===== src/rtl/wb_arbiter.sv =====
// Writeback arbiter: two per-source FIFOs (ALU, LSU) merged into one
// ROB/PRF writeback port with round-robin grant on ties.
//
// Ports:
//   clk, rstn       - clock, synchronous active-low reset
//   flush_i         - drops every buffered writeback
//   alu_*_i/lsu_*_i - source handshake (done/ready) and entry fields
//   alu_ready_o/lsu_ready_o - source FIFO has room
//   wb_*_o          - granted head entry, wb_src_o 0=ALU 1=LSU
module wb_arbiter #(
  parameter int XLEN                 = 64,
  parameter int PHY_REG_ADDR_WIDTH   = 6,
  parameter int ROB_INDEX_WIDTH      = 4,
  parameter int EXCEPTION_CODE_WIDTH = 4,
  parameter int BUF_DEPTH            = 2
) (
  input  logic                            clk,
  input  logic                            rstn,
  input  logic                            flush_i,
  input  logic                            alu_done_i,
  input  logic                            alu_wb_valid_i,
  input  logic [ROB_INDEX_WIDTH-1:0]      alu_rob_index_i,
  input  logic [PHY_REG_ADDR_WIDTH-1:0]   alu_rd_addr_i,
  input  logic [XLEN-1:0]                 alu_data_i,
  input  logic                            alu_exp_i,
  input  logic [EXCEPTION_CODE_WIDTH-1:0] alu_ecause_i,
  input  logic                            lsu_done_i,
  input  logic                            lsu_wb_valid_i,
  input  logic [ROB_INDEX_WIDTH-1:0]      lsu_rob_index_i,
  input  logic [PHY_REG_ADDR_WIDTH-1:0]   lsu_rd_addr_i,
  input  logic [XLEN-1:0]                 lsu_data_i,
  input  logic                            lsu_exp_i,
  input  logic [EXCEPTION_CODE_WIDTH-1:0] lsu_ecause_i,
  output logic                            alu_ready_o,
  output logic                            lsu_ready_o,
  output logic                            wb_done_o,
  output logic                            wb_valid_o,
  output logic [ROB_INDEX_WIDTH-1:0]      wb_rob_index_o,
  output logic [PHY_REG_ADDR_WIDTH-1:0]   wb_rd_addr_o,
  output logic [XLEN-1:0]                 wb_data_o,
  output logic                            wb_exp_o,
  output logic [EXCEPTION_CODE_WIDTH-1:0] wb_ecause_o,
  output logic                            wb_src_o
);

  localparam int PW = $clog2(BUF_DEPTH);
  localparam int CW = PW + 1;

  typedef struct packed {
    logic                            wb_valid;
    logic [ROB_INDEX_WIDTH-1:0]      rob_index;
    logic [PHY_REG_ADDR_WIDTH-1:0]   rd_addr;
    logic [XLEN-1:0]                 data;
    logic                            exp;
    logic [EXCEPTION_CODE_WIDTH-1:0] ecause;
  } wb_ent_t;

  wb_ent_t        alu_mem [BUF_DEPTH];
  wb_ent_t        lsu_mem [BUF_DEPTH];
  wb_ent_t        alu_in;
  wb_ent_t        lsu_in;
  wb_ent_t        alu_head;
  wb_ent_t        lsu_head;
  wb_ent_t        grant_ent;

  logic [PW-1:0]  alu_wr_ptr;
  logic [PW-1:0]  alu_rd_ptr;
  logic [CW-1:0]  alu_cnt;
  logic [PW-1:0]  lsu_wr_ptr;
  logic [PW-1:0]  lsu_rd_ptr;
  logic [CW-1:0]  lsu_cnt;

  logic           last_grant;
  logic           alu_ne;
  logic           lsu_ne;
  logic           grant_lsu;
  logic           alu_push;
  logic           lsu_push;
  logic           alu_pop;
  logic           lsu_pop;

  assign alu_in = '{alu_wb_valid_i, alu_rob_index_i,
                    alu_rd_addr_i, alu_data_i,
                    alu_exp_i, alu_ecause_i};
  assign lsu_in = '{lsu_wb_valid_i, lsu_rob_index_i,
                    lsu_rd_addr_i, lsu_data_i,
                    lsu_exp_i, lsu_ecause_i};

  // Ready looks only at the registered count: a full
  // FIFO stays not-ready even in the cycle it pops.
  assign alu_ready_o = alu_cnt < CW'(BUF_DEPTH);
  assign lsu_ready_o = lsu_cnt < CW'(BUF_DEPTH);

  assign alu_push = alu_done_i && alu_ready_o && !flush_i;
  assign lsu_push = lsu_done_i && lsu_ready_o && !flush_i;

  assign alu_ne = alu_cnt != '0;
  assign lsu_ne = lsu_cnt != '0;

  // last_grant: 0 = ALU, 1 = LSU. On a tie the other one wins.
  assign grant_lsu = lsu_ne && (!alu_ne || !last_grant);
  assign wb_done_o = alu_ne || lsu_ne;
  assign alu_pop   = wb_done_o && !grant_lsu;
  assign lsu_pop   = wb_done_o && grant_lsu;

  assign alu_head = alu_mem[alu_rd_ptr];
  assign lsu_head = lsu_mem[lsu_rd_ptr];

  always_ff @(posedge clk) begin
    if (!rstn || flush_i) begin
      alu_wr_ptr <= '0;
      alu_rd_ptr <= '0;
      alu_cnt    <= '0;
    end else begin
      if (alu_push) alu_wr_ptr <= alu_wr_ptr + PW'(1);
      if (alu_pop)  alu_rd_ptr <= alu_rd_ptr + PW'(1);
      case ({alu_push, alu_pop})
        2'b10:   alu_cnt <= alu_cnt + CW'(1);
        2'b01:   alu_cnt <= alu_cnt - CW'(1);
        default: alu_cnt <= alu_cnt;
      endcase
    end
  end

  always_ff @(posedge clk) begin
    if (!rstn || flush_i) begin
      lsu_wr_ptr <= '0;
      lsu_rd_ptr <= '0;
      lsu_cnt    <= '0;
    end else begin
      if (lsu_push) lsu_wr_ptr <= lsu_wr_ptr + PW'(1);
      if (lsu_pop)  lsu_rd_ptr <= lsu_rd_ptr + PW'(1);
      case ({lsu_push, lsu_pop})
        2'b10:   lsu_cnt <= lsu_cnt + CW'(1);
        2'b01:   lsu_cnt <= lsu_cnt - CW'(1);
        default: lsu_cnt <= lsu_cnt;
      endcase
    end
  end

  always_ff @(posedge clk) begin
    if (rstn && alu_push) alu_mem[alu_wr_ptr] <= alu_in;
    if (rstn && lsu_push) lsu_mem[lsu_wr_ptr] <= lsu_in;
  end

  always_ff @(posedge clk) begin
    if (!rstn || flush_i) begin
      last_grant <= 1'b1;
    end else if (wb_done_o) begin
      last_grant <= grant_lsu;
    end
  end

  always_comb begin
    grant_ent = '0;
    if (wb_done_o) begin
      grant_ent = grant_lsu ? lsu_head : alu_head;
    end
  end

  assign wb_valid_o     = grant_ent.wb_valid;
  assign wb_rob_index_o = grant_ent.rob_index;
  assign wb_rd_addr_o   = grant_ent.rd_addr;
  assign wb_data_o      = grant_ent.data;
  assign wb_exp_o       = grant_ent.exp;
  assign wb_ecause_o    = grant_ent.ecause;
  assign wb_src_o       = grant_lsu;

endmodule


===== config.mk =====
export PLATFORM = sky130hd
export DESIGN_NAME = wb_arbiter
export DESIGN_NICKNAME = d
export VERILOG_FILES = /design/src/rtl/wb_arbiter.sv
export SDC_FILE = /design/constraint.sdc
export NUM_CORES = 1
export LEC_CHECK = 0
export CELL_PAD_IN_SITES_DETAIL_PLACEMENT = 0
export CELL_PAD_IN_SITES_GLOBAL_PLACEMENT = 1
export CORE_MARGIN = 8
export CORE_UTILIZATION = 40
export DETAILED_ROUTE_END_ITERATION = 6
export GPL_TIMING_DRIVEN = 0
export PLACE_DENSITY = 0.85
export SKIP_CTS_REPAIR_TIMING = 1
export SYNTH_ARGS = -nofsm -noshare
export SYNTH_HDL_FRONTEND = slang
export SYNTH_SLANG_ARGS = --single-unit
export TNS_END_PERCENT = 10

===== constraint.sdc =====
create_clock -name clk -period 6.18 [get_ports clk]
set_clock_uncertainty 0.2 [all_clocks]
set_input_delay 1.236 -clock clk [delete_from_list [all_inputs] [get_ports clk]]
set_output_delay 1.236 -clock clk [all_outputs]
set_load 0.05 [all_outputs]

======== After elaboration in Yosys (flattened, before gate mapping) ========
Memory sizes are Yosys's and may differ from the RTL's. A register that Yosys moved wholly into a read port is not among the register bits.
Index checks and enable logic that the tools add are counted.
word-level totals
  register bits after elaboration ......... 9
  memory bits (writable) .................. 320
  input port bits ......................... 165
  output and inout bits ................... 84
  logic and storage cells ................. 56
  memories kept ........................... 2
cells by class
  $add $sub $neg .......................... 8
  order comparisons ....................... 2
  equal/unequal tests ..................... 4
  muxes and demuxes ....................... 12
  reduce and logical (&&, ||, !) cells .... 21
memories
  name     depth  bits a word  rd ports  clocked after Yosys merged registers in  write ports  RTL line  text
  alu_mem  2      80           1         1                                        1            58        wb_ent_t alu_mem [BUF_DEPTH];
  lsu_mem  2      80           1         1                                        1            59        wb_ent_t lsu_mem [BUF_DEPTH];
operator list
  kind                 count
  $mux 80              2
  $logic_and 1x1->1    9
  $mux 1               8
  $pmux 2 s2           2
  $reduce_bool 2->1    4
  $logic_not 1->1      5
  $add 1x1->1 const B  4
  $add 2x1->2 const B  2
  $eq 2x1->1 const B   2
  $eq 2x2->1 const B   2
  $lt 2x2->1 const B   2
  $sub 2x1->2 const B  2
  $logic_or 1x1->1     3

======== Longest topological paths before layout ========
  depth after elaboration ................. 8
  gate-level depth with buffers ........... 7
  mapped depth without buffers ............ 6

======== Worst setup path after synthesis ========
OpenSTA, ideal clock, no wires.
  path type ............................... input to register
  start ................................... input flush_i
  end ..................................... memory alu_mem[0][0] in the netlist's numbering (enable)
  library setup time ...................... 519 ps
  data arrival time ....................... 5,021 ps
  data required time ...................... 5,461 ps
  setup slack ............................. 440 ps
  stages on the path ...................... 3
  buffers on the path ..................... 0
  path through ............................ nor3b_1 nand2_1 nor2_1
on the way
  word-level cells in the longest chain between the ends .. 5
ends and longest elaborated chain
  element                       RTL line  text
  start: declaration            19        input logic flush_i,
  $logic_not 1->1               94        assign alu_push = alu_done_i && alu_ready_o && !flush_i;
  $logic_and 1x1->1             94
  $logic_and 1x1->1             142       if (rstn && alu_push) alu_mem[alu_wr_ptr] <= alu_in;
  $mux 1                        142
  $mux 1 (implied by the code)  142
  end: declaration              58
No other way between the ends.

======== Final worst setup path ========
  start ................................... register lsu_cnt[1]
  end ..................................... output wb_data_o[23]
on the way
  word-level cells in the longest chain between the ends .. 4
ends and longest elaborated chain
  element                   RTL line  text
  start: declaration        71        logic [CW-1:0] lsu_cnt;
  start signal: assignment  134       2'b10: lsu_cnt <= lsu_cnt + CW'(1);
  start signal: assignment  135       2'b01: lsu_cnt <= lsu_cnt - CW'(1);
  start signal: assignment  136       default: lsu_cnt <= lsu_cnt;
  $reduce_bool 2->1 (*)     98        assign lsu_ne = lsu_cnt != '0;
  $logic_and 1x1->1         101       assign grant_lsu = lsu_ne && (!alu_ne || !last_grant);
  $mux 80                   157       grant_ent = grant_lsu ? lsu_head : alu_head;
  $mux 80 (*)               156       if (wb_done_o) begin
  end: declaration          40        output logic [XLEN-1:0] wb_data_o,
Every way passes the cells marked *; elsewhere a longest branch is shown, timed or not.

==> out/metrics.cfg <==
[drt]
drt_iter0_markers = 343
vias = 7746
first_pass_iters = 4
ant_nets = 0
wl_per_cell_um = 21.7
drc = 0
vias_per_cell = 5.09
totalWireLength_um = 33000

[cells_and_area]
drive_gt1_share_pct = 21.6
fillers = 2704
regArea_sq_um = 9830
multi_input_area_sq_um = 3320
layout.nets = 1216
syn2layout_area_growth_pct = 32.7
final_cell_area_sq_um = 17800

[power]
finalPower_mw = 5.45
vdd_drop_max_mv = 0.269
power_density_nw_per_um2 = 306
leakage_nw = 5.64

[synth]
synthArstFlopShare_pct = 0
synthSimpleGateAreaFrac_pct = 4.07
synthMuxAreaShare_pct = 12.7
synth_top_family_by_area = multiplexers
synth_edf_count = 320
synth_nets = 922
yosys_warnings = 0
synth_cell_types = 33
synth_compound_area_share_pct = 7.21
synth_xor_area_share_pct = 0.391
synth_fa_ha_area_share_pct = 0.186
synth_flop_cell = edfxtp_1
ys_ff_latch = 331
syn_avg_cell_area_sq_um = 17.8
syn-cell-area_sq_um = 13400
ys_seq_area_share_pct = 73.1
synthCells = 755

[hold_path]
hold_path_class = register to register

[timing]
worst_slack_ns = 1.63
finalSetupViolations = 0
fmax_ghz = 0.220
grt_setup_unrepaired = no
holdWs_ns = 0.284
tightest_slew_ns = 0.860
finalHoldViolCount = 0
slew-limit-headroom_pct = 42.5
period_share_pct = 73.6
finalCriticalPeriod_ns = 4.55
slew_viol_final = 0

[critical_path]
cp-start-kind = register
endpoint_kind = output port
worstPathMaxFanout = 10
crit_path_top_delay_cell = clkdlybuf4s50_1
rrSetupSlack_ns = 3.53
cp-endpoint = wb_data_o[23]
cp_data_arrival_time_ns = 3.11
cp_data_required_time_ns = 4.74
reg2reg_depth = 5
timing.rr.end = alu_mem[0][38]
reg2reg_from = alu_cnt[1]
critPathLaunch = lsu_cnt[1]
critPathMaxStageDelay_ns = 0.86
worstPathCellList = or2_1 > buf_2 > clkbuf_1 > nand3_1 > o31ai_2 > clkdlybuf4s50_1
crit_type = register to output port

[grt]
grt_antenna_before_repair = 2
track_usage_pct = 16.4
grt_pass1_wl_um = 49600
grt_overflow_total = 0
grt_max_degree = 45
grt_pass1_vias = 8552

[clocking]
numCtsBuffers = 36
clk_pin_slew_worst_paths_ns = 0.06
clk_path_buf_depth = 3
cts_tree = built
cts_root_buf = clkbuf_16
clk_latency_ns = 0.50
cts_sinks = 331
htree_levels = 2

[placed_design]
post-place-ws_ns = 2.11
gp_congestion = 0.734
port_buffers = 248
place_area_sq_um = 16700
hpwl_um = 22600

[status]
outcome = finished clean

[floorplanning]
rows = 67
fp.dieH_um = 199
die_w_um = 199
dieArea_sq_um = 39700
start_util_pct = 40.4
ios = 249
core-area_sq_um = 33300

[job]
max_cap_violations = 0

routing by layer:
metal  vias up  part of all wire [%]  track usage, %
li1       3608                     -               -
met1      3876                    41            20.2
met2       218                    51            29.1
met3        42                   6.0            3.60
met4         2                   1.7            3.93
met5         -                 0.039               0
cell type report:
type / instances / area share (%)
clock buffers: 47 / 5.46
plain buffers: 54 / 1.67
clock inverters: 15 / 0.870
repair buffers: 256 / 15.0
diodes: 1 / 0.0140
multi-input cells: 365 / 18.6
well taps: 448 / 3.14
flip-flops and latches: 331 / 55.1
inverters: 5 / 0.105
cell usage in the layout (no fill, tap or decap), drive strengths merged, types with 3 or more instances in the layout:
cell,instances
a21oi,4
clkbuf,70
clkdlybuf4s50,248
nand3,80
buf,39
mux2i,80
dfxtp,11
edfxtp,320
mux2,80
o31ai,80
nand2,3
bufinv,3
o21ai,6
inv,8
clkinv,9
or3,3
xnor2,4
nor2,8
where the power goes:
group	total (mW)	switching, mW	internal (mW)
Sequential	2.52	0.0112	2.51
Clock	2.05	0.813	1.23
Combinational	0.886	0.549	0.337
Total	5.45	1.37	4.08
cells in the mapped netlist (all sizes together), types with 2 or more instances:
library cell  instances  area share (%)
edfxtp              320              71
mux2                 80             6.7
mux2i                80             6.0
nand3                80             3.0
o31ai                80             6.7
buf                  31             1.6
clkbuf               23            0.64
dfxtp                11             1.6
nor2                  8            0.22
o21ai                 6            0.22
inv                   5            0.14
a21oi                 4            0.15
xnor2                 4            0.26
nand2                 3           0.084
or3                   3            0.14
and2                  2            0.11
and3                  2           0.093
ha                    2            0.19
nor3b                 2            0.11
xor2                  2            0.13
worst max-delay path: cells and delay by family, from the launching register on:
family,cells,cell delay [ns]
simple gates,2,0.38
compound gates,1,0.11
flops,1,0.40
buf+inv,3,1.70
state kept, by name, summed over array words and instances (netlist names), named ones only:
register / cells
alu_mem: 160
lsu_mem: 160
alu_cnt: 2
lsu_cnt: 2
alu_rd_ptr: 1
alu_wr_ptr: 1
last_grant: 1
lsu_rd_ptr: 1
lsu_wr_ptr: 1
logic make-up after synthesis:
group	Yosys count
fa+ha+maj	2
xor+xnor	6
buf+inv	59
flops	331
compound gates	92
mux	160
simple gates	105
worst min path at each step:
stage	start	endpoint	slack, ns	cells past startpoint
after floorplan	last_grant	last_grant	0.25	1
after global placement	last_grant	last_grant	0.27	1
after detailed placement	last_grant	last_grant	0.27	1
after CTS	last_grant	last_grant	0.29	1
after global routing	last_grant	last_grant	0.30	1
final	last_grant	last_grant	0.28	1
stage by stage:
stage / utilization (%) / TNS [ns] / std cells
floorplan: - / 0 / 755
global placement: 49.5 / -446.12 / 1451
detailed placement: 50.2 / 0 / 1459
CTS: 53.6 / 0 / 1521
global route: 53.6 / 0 / 1521
finish: 53.6 / 0 / 1522
Note: power is estimated with default switching activity, not from simulation.
